**src/rtl/hamming_pkg.sv**
```systemverilog
// Shared types and constant helpers for the Hamming stream encoder.
// HAMMING_SECDED_EN appends an overall-parity bit to every code word.
package hamming_pkg;

  typedef enum logic {
    ST_EMPTY = 1'b0,
    ST_FULL  = 1'b1
  } state_e;

  localparam int unsigned N_LEGAL = 4;
  localparam int unsigned LEGAL_DATA_W [N_LEGAL] = '{4, 11, 26, 57};

  function automatic logic is_pow2(input int unsigned n);
    return (n != 0) && ((n & (n - 1)) == 0);
  endfunction

  function automatic int unsigned par_width(input int unsigned k);
    int unsigned res;
    res = 0;
    for (int unsigned p = 31; p > 0; p--) begin
      if ((32'd1 << p) >= k + p + 1) res = p;
    end
    return res;
  endfunction

  function automatic int unsigned code_width(input int unsigned k);
`ifdef HAMMING_SECDED_EN
    return k + par_width(k) + 1;
`else
    return k + par_width(k);
`endif
  endfunction

  function automatic logic is_legal_data_w(input int unsigned k);
    logic ok;
    ok = 1'b0;
    for (int unsigned i = 0; i < N_LEGAL; i++) begin
      if (LEGAL_DATA_W[i] == k) ok = 1'b1;
    end
    return ok;
  endfunction

  // 1-based code position of data bit idx: the idx-th non-power-of-two position
  function automatic int unsigned data_pos(input int unsigned idx);
    int unsigned cnt;
    int unsigned res;
    cnt = 0;
    res = 0;
    for (int unsigned pos = 1; pos < 128; pos++) begin
      if (!is_pow2(pos)) begin
        if (cnt == idx) res = pos;
        cnt++;
      end
    end
    return res;
  endfunction

  // Data bits covered by parity bit j
  function automatic logic [63:0] data_mask(input int unsigned k, input int unsigned j);
    logic [63:0] m;
    m = '0;
    for (int unsigned idx = 0; idx < k; idx++) begin
      if (((data_pos(idx) >> j) & 32'd1) != 0) m = m | (64'd1 << idx);
    end
    return m;
  endfunction

endpackage

```
**src/rtl/hamming_parity_gen.sv**
```systemverilog
// Combinational data -> Hamming SEC code word mapping.
// Under HAMMING_SECDED_EN the MSB carries the XOR of all SEC code bits.
module hamming_parity_gen
  import hamming_pkg::*;
#(
  parameter  int unsigned DATA_W = 4,
  localparam int unsigned PAR_W  = par_width(DATA_W),
  localparam int unsigned SEC_W  = DATA_W + PAR_W,
  localparam int unsigned CODE_W = code_width(DATA_W)
) (
  input  logic [DATA_W-1:0] i_data,
  output logic [CODE_W-1:0] o_code
);

  logic [SEC_W-1:0] w_sec;

  for (genvar i = 0; i < DATA_W; i++) begin : g_data
    assign w_sec[data_pos(i) - 1] = i_data[i];
  end

  for (genvar j = 0; j < PAR_W; j++) begin : g_par
    localparam logic [DATA_W-1:0] MASK = DATA_W'(data_mask(DATA_W, j));
    assign w_sec[(32'd1 << j) - 1] = ^(i_data & MASK);
  end

`ifdef HAMMING_SECDED_EN
  assign o_code = {^w_sec, w_sec};
`else
  assign o_code = w_sec;
`endif

endmodule

```
**src/rtl/hamming_stream_encoder.sv**
```systemverilog
// Valid/ready Hamming encoder with one output register, error injection and word counter.
// Build with HAMMING_SECDED_EN to emit SECDED code words.
module hamming_stream_encoder
  import hamming_pkg::*;
#(
  parameter  int unsigned DATA_W = 4,
  parameter  int unsigned CNT_W  = 16,
  localparam int unsigned CODE_W = code_width(DATA_W),
  localparam int unsigned POS_W  = $clog2(CODE_W + 1)
) (
  input  logic              clk,
  input  logic              rst_n,
  input  logic [DATA_W-1:0] in_data,
  input  logic              in_valid,
  output logic              in_ready,
  input  logic              inj_en,
  input  logic [POS_W-1:0]  inj_pos,
  output logic [CODE_W-1:0] out_code,
  output logic              out_valid,
  input  logic              out_ready,
  output logic [CNT_W-1:0]  word_cnt
);

  if (!is_legal_data_w(DATA_W)) begin : g_bad_data_w
    $error("hamming_stream_encoder: DATA_W must be 4, 11, 26 or 57");
  end

  state_e            r_state;
  state_e            w_state_nxt;
  logic              w_accept;
  logic [CODE_W-1:0] w_code;
  logic [CODE_W-1:0] w_flip;
  logic [CODE_W-1:0] r_code;
  logic [CNT_W-1:0]  r_word_cnt;

  hamming_parity_gen #(.DATA_W(DATA_W)) u_parity_gen (
    .i_data (in_data),
    .o_code (w_code)
  );

  assign in_ready = (r_state == ST_EMPTY) || out_ready;
  assign w_accept = in_valid && in_ready;

  // One-hot flip mask; position 0 and out-of-range positions match no bit
  for (genvar b = 0; b < CODE_W; b++) begin : g_flip
    assign w_flip[b] = inj_en && (inj_pos == POS_W'(b + 1));
  end

  always_ff @(posedge clk or negedge rst_n) begin : state_reg
    if (!rst_n) r_state <= ST_EMPTY;
    else        r_state <= w_state_nxt;
  end

  always_comb begin : state_nxt
    w_state_nxt = r_state;
    case (r_state)
      ST_EMPTY: if (w_accept) w_state_nxt = ST_FULL;
      ST_FULL:  if (out_ready && !w_accept) w_state_nxt = ST_EMPTY;
      default:  w_state_nxt = ST_EMPTY;
    endcase
  end

  always_ff @(posedge clk or negedge rst_n) begin : code_reg
    if (!rst_n)        r_code <= '0;
    else if (w_accept) r_code <= w_code ^ w_flip;
  end

  always_ff @(posedge clk or negedge rst_n) begin : cnt_reg
    if (!rst_n)        r_word_cnt <= '0;
    else if (w_accept) r_word_cnt <= r_word_cnt + CNT_W'(1);
  end

  assign out_code  = r_code;
  assign out_valid = (r_state == ST_FULL);
  assign word_cnt  = r_word_cnt;

endmodule

```
**config.mk**
```make
export PLATFORM = sky130hd
export DESIGN_NAME = hamming_stream_encoder
export DESIGN_NICKNAME = d
export VERILOG_FILES = /design/src/rtl/hamming_pkg.sv /design/src/rtl/hamming_parity_gen.sv /design/src/rtl/hamming_stream_encoder.sv
export SDC_FILE = /design/constraint.sdc
export NUM_CORES = 1
export LEC_CHECK = 0
export CAP_MARGIN = 25
export CORE_MARGIN = 8
export CORE_UTILIZATION = 35
export CTS_BUF_LIST = sky130_fd_sc_hd__clkbuf_4
export DETAILED_ROUTE_END_ITERATION = 8
export SETUP_SLACK_MARGIN = 0.15
export SLEW_MARGIN = 10
export SYNTH_ARGS = -nofsm -noshare
export SYNTH_HDL_FRONTEND = slang
export SYNTH_HIERARCHICAL = 1
export SYNTH_SLANG_ARGS = --single-unit
```
**constraint.sdc**
```tcl
create_clock -name clk -period 1.6 [get_ports clk]
set_clock_uncertainty 0.05 [all_clocks]
set_input_delay 0.4 -clock clk [delete_from_list [all_inputs] [get_ports clk]]
set_output_delay 0.4 -clock clk [all_outputs]
set_load 0.03 [all_outputs]
```
==> run summary, run 1 <==
Seq/Total Area, Yosys -> 47.2%
Core area -> 0.00358 mm^2
Synthesis-to-layout area growth -> 50.3%
Lkg Pwr -> 0.960 nW
Avg WL per Cell -> 13.5 um
Layout cells sized above 1 -> 51.1%
Worst-path cell chain -> buf_6, nand2b_4, buf_6, buf_6
Final hold violation count -> 0
Initial antenna violation count -> 0
Worst EP required -> 1150 ps
Vias -> 1037
Synth top area cells -> dfrtp_1 47%, xnor2_1 8.3%, xor2_1 6.9%
WL final -> 2990 um
Type of origin of the critical path -> register
Clk root buf -> clkbuf_4
Clock Latency Late Sink -> 310 ps
Vias in the first global route -> 1097
Clk slew on worst S/H paths -> 130 ps
Crit path largest cell delay -> 410 ps
Count leader, synth -> dfrtp_1
Syn Nets -> 122
Total gr overflow -> 0
WP data arrival -> 1100 ps
Main synth FF type -> dfrtp_1
Crit path top cell by count -> buf_6
Setup-failing EPs final -> 0
I/O Buffers -> 36
First-pass GRT wire length -> 4910 um
TritonCTS Sinks -> 24
RSZ-0062 raised after global routing -> true
Placed cell areas -> 0.00179 mm^2
Netlist cell types -> 28
Synth top cells by count -> 24 x dfrtp_1, 18 x nand2_1, 12 x xnor2_1
Final Slew Violations -> 0
# diodes -> 0
Final instance area -> 0.00191 mm^2
DIE WIDTH -> 76.3 um
Max_cap viols -> 0
Cell taking the most area after synthesis -> dfrtp_1
Synth Warn # -> 6
GRT Util Overall -> 9.89%
Detailed Route Iter0 Violations -> 39
Vias per cell -> 4.67
Rows -> 22
Status -> finished, final reports clean
Post-layout nets -> 188
Synthesized flop and latch total -> 24
Syn Area/Cell -> 11.7 um^2
Power per cell area -> 1030 mW/mm^2
CTS tree -> yes
Cell count after synthesis -> 109
Top Ports -> 37
FILL cells -> 342
Worst Reg-to-Reg Cells -> 5
Die height -> 76.3 um
Final HPWL DP -> 2180 um
Yosys top cell area share -> 47.2%
Initial Util -> 35.5%
CTS max path bufs -> 2
Layout Cells excl Fill -> 222
Synth async-reset ratio -> 100%
VDD IR max -> 0.582 mV
CTS H-tree depth -> 1
Routability cong. -> 0.757
Placed insts -> 205
Worst slew pin tran -> 317 ps
Mapped Area -> 0.00127 mm^2
CP max FO -> 2
Pin count of the biggest net entering global routing -> 25
Max-Slew Margin vs Limit -> 78.8%
Max Clk Rate -> 645 MHz
Total Power -> 0.00196 W
Critical path's slowest cell -> dfrtp_1
Critical Path Sink Type -> output pin
Post-synth EDFFs -> 0
CTS Buf Count -> 3
Worst hold path type -> primary input to asynchronous set/reset pin
Full die area -> 0.00582 mm^2
Initial DRT Pass Iterations -> 4
Crit share post-route -> 96.9%
Min Tclk post-route -> 1550 ps
DRC -> 0
Antenna viol nets, final -> 0
Critical path class -> register to output pin
[repair_timing]
item                                    in CTS  in global routing
hold buffers                                 0                  0
setup buffers                                4                  9
gates resized for setup                    109                 30
pin swaps                                    1                 17
endpoints found under the setup margin      30                 22
[power breakdown]
group | total [W] | switching [W] | internal (W)
registers | 0.000825 | 0.0000994 | 0.000726
clock network | 0.000272 | 0.000181 | 0.0000910
logic | 0.000864 | 0.000466 | 0.000398
total | 0.00196 | 0.000747 | 0.00121
[cell usage in the layout (no fill, tap or decap), types with 3 or more instances in the layout]
cell,Yosys,layout
clkbuf_4,0,3
nand2_1,18,17
nand4_1,4,4
dfrtp_1,24,15
dfrtp_2,0,9
dlygate4sd2_1,0,3
xor3_1,3,3
o21ai_0,7,6
xnor2_1,12,10
clkdlybuf4s50_1,0,6
nand4b_1,3,3
buf_6,0,6
buf_2,1,18
xor2_1,10,10
buf_4,4,31
and3_4,1,3
[metal layers]
| metal | GRT usage (%) | vias up | wire, um | share of wire, % |
|---|---|---|---|---|
| li1 | - | 505 | - | - |
| met1 | 11.3 | 507 | 1320 | 44 |
| met3 | 2.36 | 2 | 142 | 4.7 |
| met5 | 0 | - | 0 | 0 |
| met4 | 3.46 | 0 | 28 | 0.94 |
| met2 | 17.4 | 23 | 1500 | 50 |
[sequential cells by signal, indices dropped and copies added (netlist names)]
name       count
word_cnt      16
out_code       7
out_valid      1
[cells by family after synthesis]
| group | count (synthesis) | synth area share, % |
|---|---|---|
| simple gates | 45 | 24.3 |
| buf+inv | 6 | 3.05 |
| mux | 1 | 0.886 |
| fa+ha+maj | 1 | 0.984 |
| flops | 24 | 47.2 |
| compound gates | 7 | 2.76 |
| xor+xnor | 25 | 20.8 |
[metrics by stage]
step	worst slack [ps]	TNS, ps	hold WS [ps]	util [%]
floorplan	152	0	54.4	-
global placement	-180	-1840	411	49.9
detailed placement	-210	-2350	417	49.9
CTS	44.1	0	392	49.8
global route	-14.6	-14.6	411	53.4
finish	48.8	0	387	53.4
[critical path, delay by kind of cell, from the launching register on]
family | cells | cell delay, ps
AND/OR/NAND/NOR | 1 | 60
buffers and inverters | 3 | 330
flip-flops | 1 | 410
[worst paths after layout]
| kind | startpoint | endpoint | slack (ps) |
|---|---|---|---|
| setup reg to reg | word_cnt[1]$_DFFE_PN0P_ | word_cnt[11]$_DFFE_PN0P_ | 140 |
| setup / recovery | out_valid$_DFF_PN0_ | in_ready | 50 |
| hold / removal | rst_n | word_cnt[14]$_DFFE_PN0P_ | 390 |
| hold reg to reg | word_cnt[15]$_DFFE_PN0P_ | word_cnt[15]$_DFFE_PN0P_ | 420 |
| max in group asynchronous | rst_n | word_cnt[3]$_DFFE_PN0P_ | 850 |
| min in group clk | word_cnt[15]$_DFFE_PN0P_ | word_cnt[15]$_DFFE_PN0P_ | 420 |
[area by class of cell]
cell class	instances	area, um^2	share of cell area (%)
clock inverters	1	3.75	0.196
inverters	1	3.75	0.196
repair buffers	66	502	26.3
flip-flops and latches	24	612	32.0
clock buffers	3	22.5	1.18
well taps	48	60.1	3.14
multi-input cells	79	707	37.0
Note: power is estimated with default switching activity, not from simulation.
==> run 2, diff against run 1 <==
--- a/config.mk
+++ b/config.mk
@@ -10,6 +10,7 @@
 export CORE_UTILIZATION = 35
 export CTS_BUF_LIST = sky130_fd_sc_hd__clkbuf_4
 export DETAILED_ROUTE_END_ITERATION = 8
+export PLACE_DENSITY = 0.6
 export SETUP_SLACK_MARGIN = 0.15
 export SLEW_MARGIN = 10
 export SYNTH_ARGS = -nofsm -noshare
==> results of run 2 <==
The final DEF is identical to that of run 1; final timing and power are the same.
==> run 3, diff against run 2 <==
--- a/config.mk
+++ b/config.mk
@@ -6,11 +6,13 @@
 export NUM_CORES = 1
 export LEC_CHECK = 0
 export CAP_MARGIN = 25
+export CELL_PAD_IN_SITES_DETAIL_PLACEMENT = 2
+export CELL_PAD_IN_SITES_GLOBAL_PLACEMENT = 2
 export CORE_MARGIN = 8
-export CORE_UTILIZATION = 35
+export CORE_UTILIZATION = 31
 export CTS_BUF_LIST = sky130_fd_sc_hd__clkbuf_4
 export DETAILED_ROUTE_END_ITERATION = 8
-export PLACE_DENSITY = 0.6
+export PLACE_DENSITY = 0.8
 export SETUP_SLACK_MARGIN = 0.15
 export SLEW_MARGIN = 10
 export SYNTH_ARGS = -nofsm -noshare
==> run 3 against run 2 <==
Flip-flop and latch count stayed put. Design area is 1.9% higher. Non-clock buffer count is 7 higher. Critical path type unchanged.
==> run summary, run 3 (synthesis gave the netlist of run 1 again) <==
Status -> finished, final reports clean
Initial DRT Pass Iterations -> 3
CTS Buf Count -> 3
Vias in the first global route -> 1247
CTS tree -> yes
Clk root buf -> clkbuf_4
FILL cells -> 422
Critical path class -> register to output pin
I/O Buffers -> 36
CTS H-tree depth -> 1
Lkg Pwr -> 0.961 nW
Hold_ws -> 369 ps
Clock Latency Late Sink -> 330 ps
Post-layout nets -> 195
Core area -> 0.00397 mm^2
CTS max path bufs -> 2
Vias -> 1092
Multi-input gate area -> 688 um^2
Total gr overflow -> 0
First-pass GRT wire length -> 6170 um
Setup-failing EPs final -> 0
Max-Slew Margin vs Limit -> 78.3%
Highest Signal Layer -> met4
Layout cells sized above 1 -> 49.7%
Final HPWL DP -> 2810 um
Pin count of the biggest net entering global routing -> 25
Full die area -> 0.00641 mm^2
Worst EP required -> 1150 ps
Worst hold path type -> primary input to asynchronous set/reset pin
Initial Util -> 32.0%
Reg area -> 612 um^2
Commonest non-fill, non-tap cells in the layout -> 36 x buf_4, 18 x nand2_1, 16 x buf_2, 15 x dfrtp_1, 12 x xnor2_1
Met1 WL -> 1680 um
Clk slew on worst S/H paths -> 140 ps
Critical Path Sink Type -> output pin
Initial antenna violation count -> 0
WL final -> 4370 um
Final Slew Violations -> 0
Worst-path cell chain -> clkbuf_4
CP max FO -> 4
VDD IR max -> 0.580 mV
Critical path's slowest cell -> dfrtp_2
Synthesis-to-layout area growth -> 53.1%
Rows -> 23
Buffers & Inverters on Critical Path -> 1
Max Clk Rate -> 683 MHz
Worst slew pin tran -> 325 ps
Crit path largest cell delay -> 480 ps
Die height -> 80.0 um
Met3 WL post-DR -> 212 um
Largest register FFs -> 16
Top Ports -> 37
Hold buffer count at cts -> 0
Top Family by Delay on Critical Path -> flip-flops
TritonCTS Sinks -> 24
Vias per cell -> 4.73
Avg WL per Cell -> 18.9 um
Final Util -> 49.0%
Most common cell after layout, fill and taps aside -> buf_4
Worst Reg-to-Reg Cells -> 6
Critical Path Stages -> 1
Sum of negative setup slack -> 0 ps
Power per cell area -> 1120 mW/mm^2
Type of origin of the critical path -> register
RSZ-0062 raised after global routing -> true
GRT Util Overall -> 12.2%
Min Tclk post-route -> 1460 ps
Final hold violation count -> 0
Detailed Route Iter0 Violations -> 4
# diodes -> 0
WL met2 -> 2420 um
Total Power -> 0.00217 W
Routability cong. -> 0.785
DRC -> 0
Crit share post-route -> 91.5%
WP data arrival -> 1010 ps
DIE WIDTH -> 80.0 um
Max_cap viols -> 0
Antenna viol nets, final -> 0
==> run 3: cell types whose count changed in the layout (fill, tap and decap cells not counted), moves of 2 or more <==
cell,delta
buf_2,-2
buf_4,+5
clkbuf_4,+4
clkdlybuf4s50_1,+2
dlymetal6s2s_1,-2
xnor2_1,+2
xnor2_2,-2
==> run 3: timing repair <==
action	4_1_cts	5_1_grt
setup buffers	6	15
gates resized for setup	114	18
setup endpoints to repair	35	21
pin swaps	5	12
==> run 3: worst paths after layout <==
kind	startpoint	endpoint	slack (ps)
max	word_cnt[0]$_DFFE_PN0P_	word_cnt[0]	140
min	rst_n	word_cnt[12]$_DFFE_PN0P_	370
max reg2reg	word_cnt[4]$_DFFE_PN0P_	word_cnt[10]$_DFFE_PN0P_	140
min reg2reg	out_code[5]$_DFFE_PN0P_	out_code[5]$_DFFE_PN0P_	450
max in group asynchronous	rst_n	word_cnt[2]$_DFFE_PN0P_	870
min in group clk	out_code[5]$_DFFE_PN0P_	out_code[5]$_DFFE_PN0P_	450
==> run 3: metal layers <==
layer / global-route usage (%) / vias up
met5: 0 / -
met4: 5.45 / 0
met3: 2.82 / 4
met2: 23.0 / 26
met1: 12.5 / 548
li1: - / 514
==> run 3: final cells by class <==
cell class | count | area share (%)
tap | 50 | 3.21
inverter | 1 | 0.193
clock inverter | 1 | 0.193
timing repair buffer | 73 | 28.5
multi-input combinational | 79 | 35.3
clock buffer | 3 | 1.16
sequential | 24 | 31.4
==> run 3: power breakdown <==
group | internal (W) | switching [W] | total, W
clock | 0.0000918 | 0.000201 | 0.000293
combinational | 0.000490 | 0.000543 | 0.00103
sequential | 0.000726 | 0.000121 | 0.000847
total | 0.00131 | 0.000865 | 0.00217
==> run 3: metrics by stage <==
stage          setup WS, ps  cell area (um^2)  std cells
6_report                136              1950        231
2_1_floorplan           152              1280        109
3_5_place_dp           -259              1780        206
5_1_grt                46.5              1950        231
4_1_cts                55.1              1780        216
3_3_place_gp           -150              1780        206
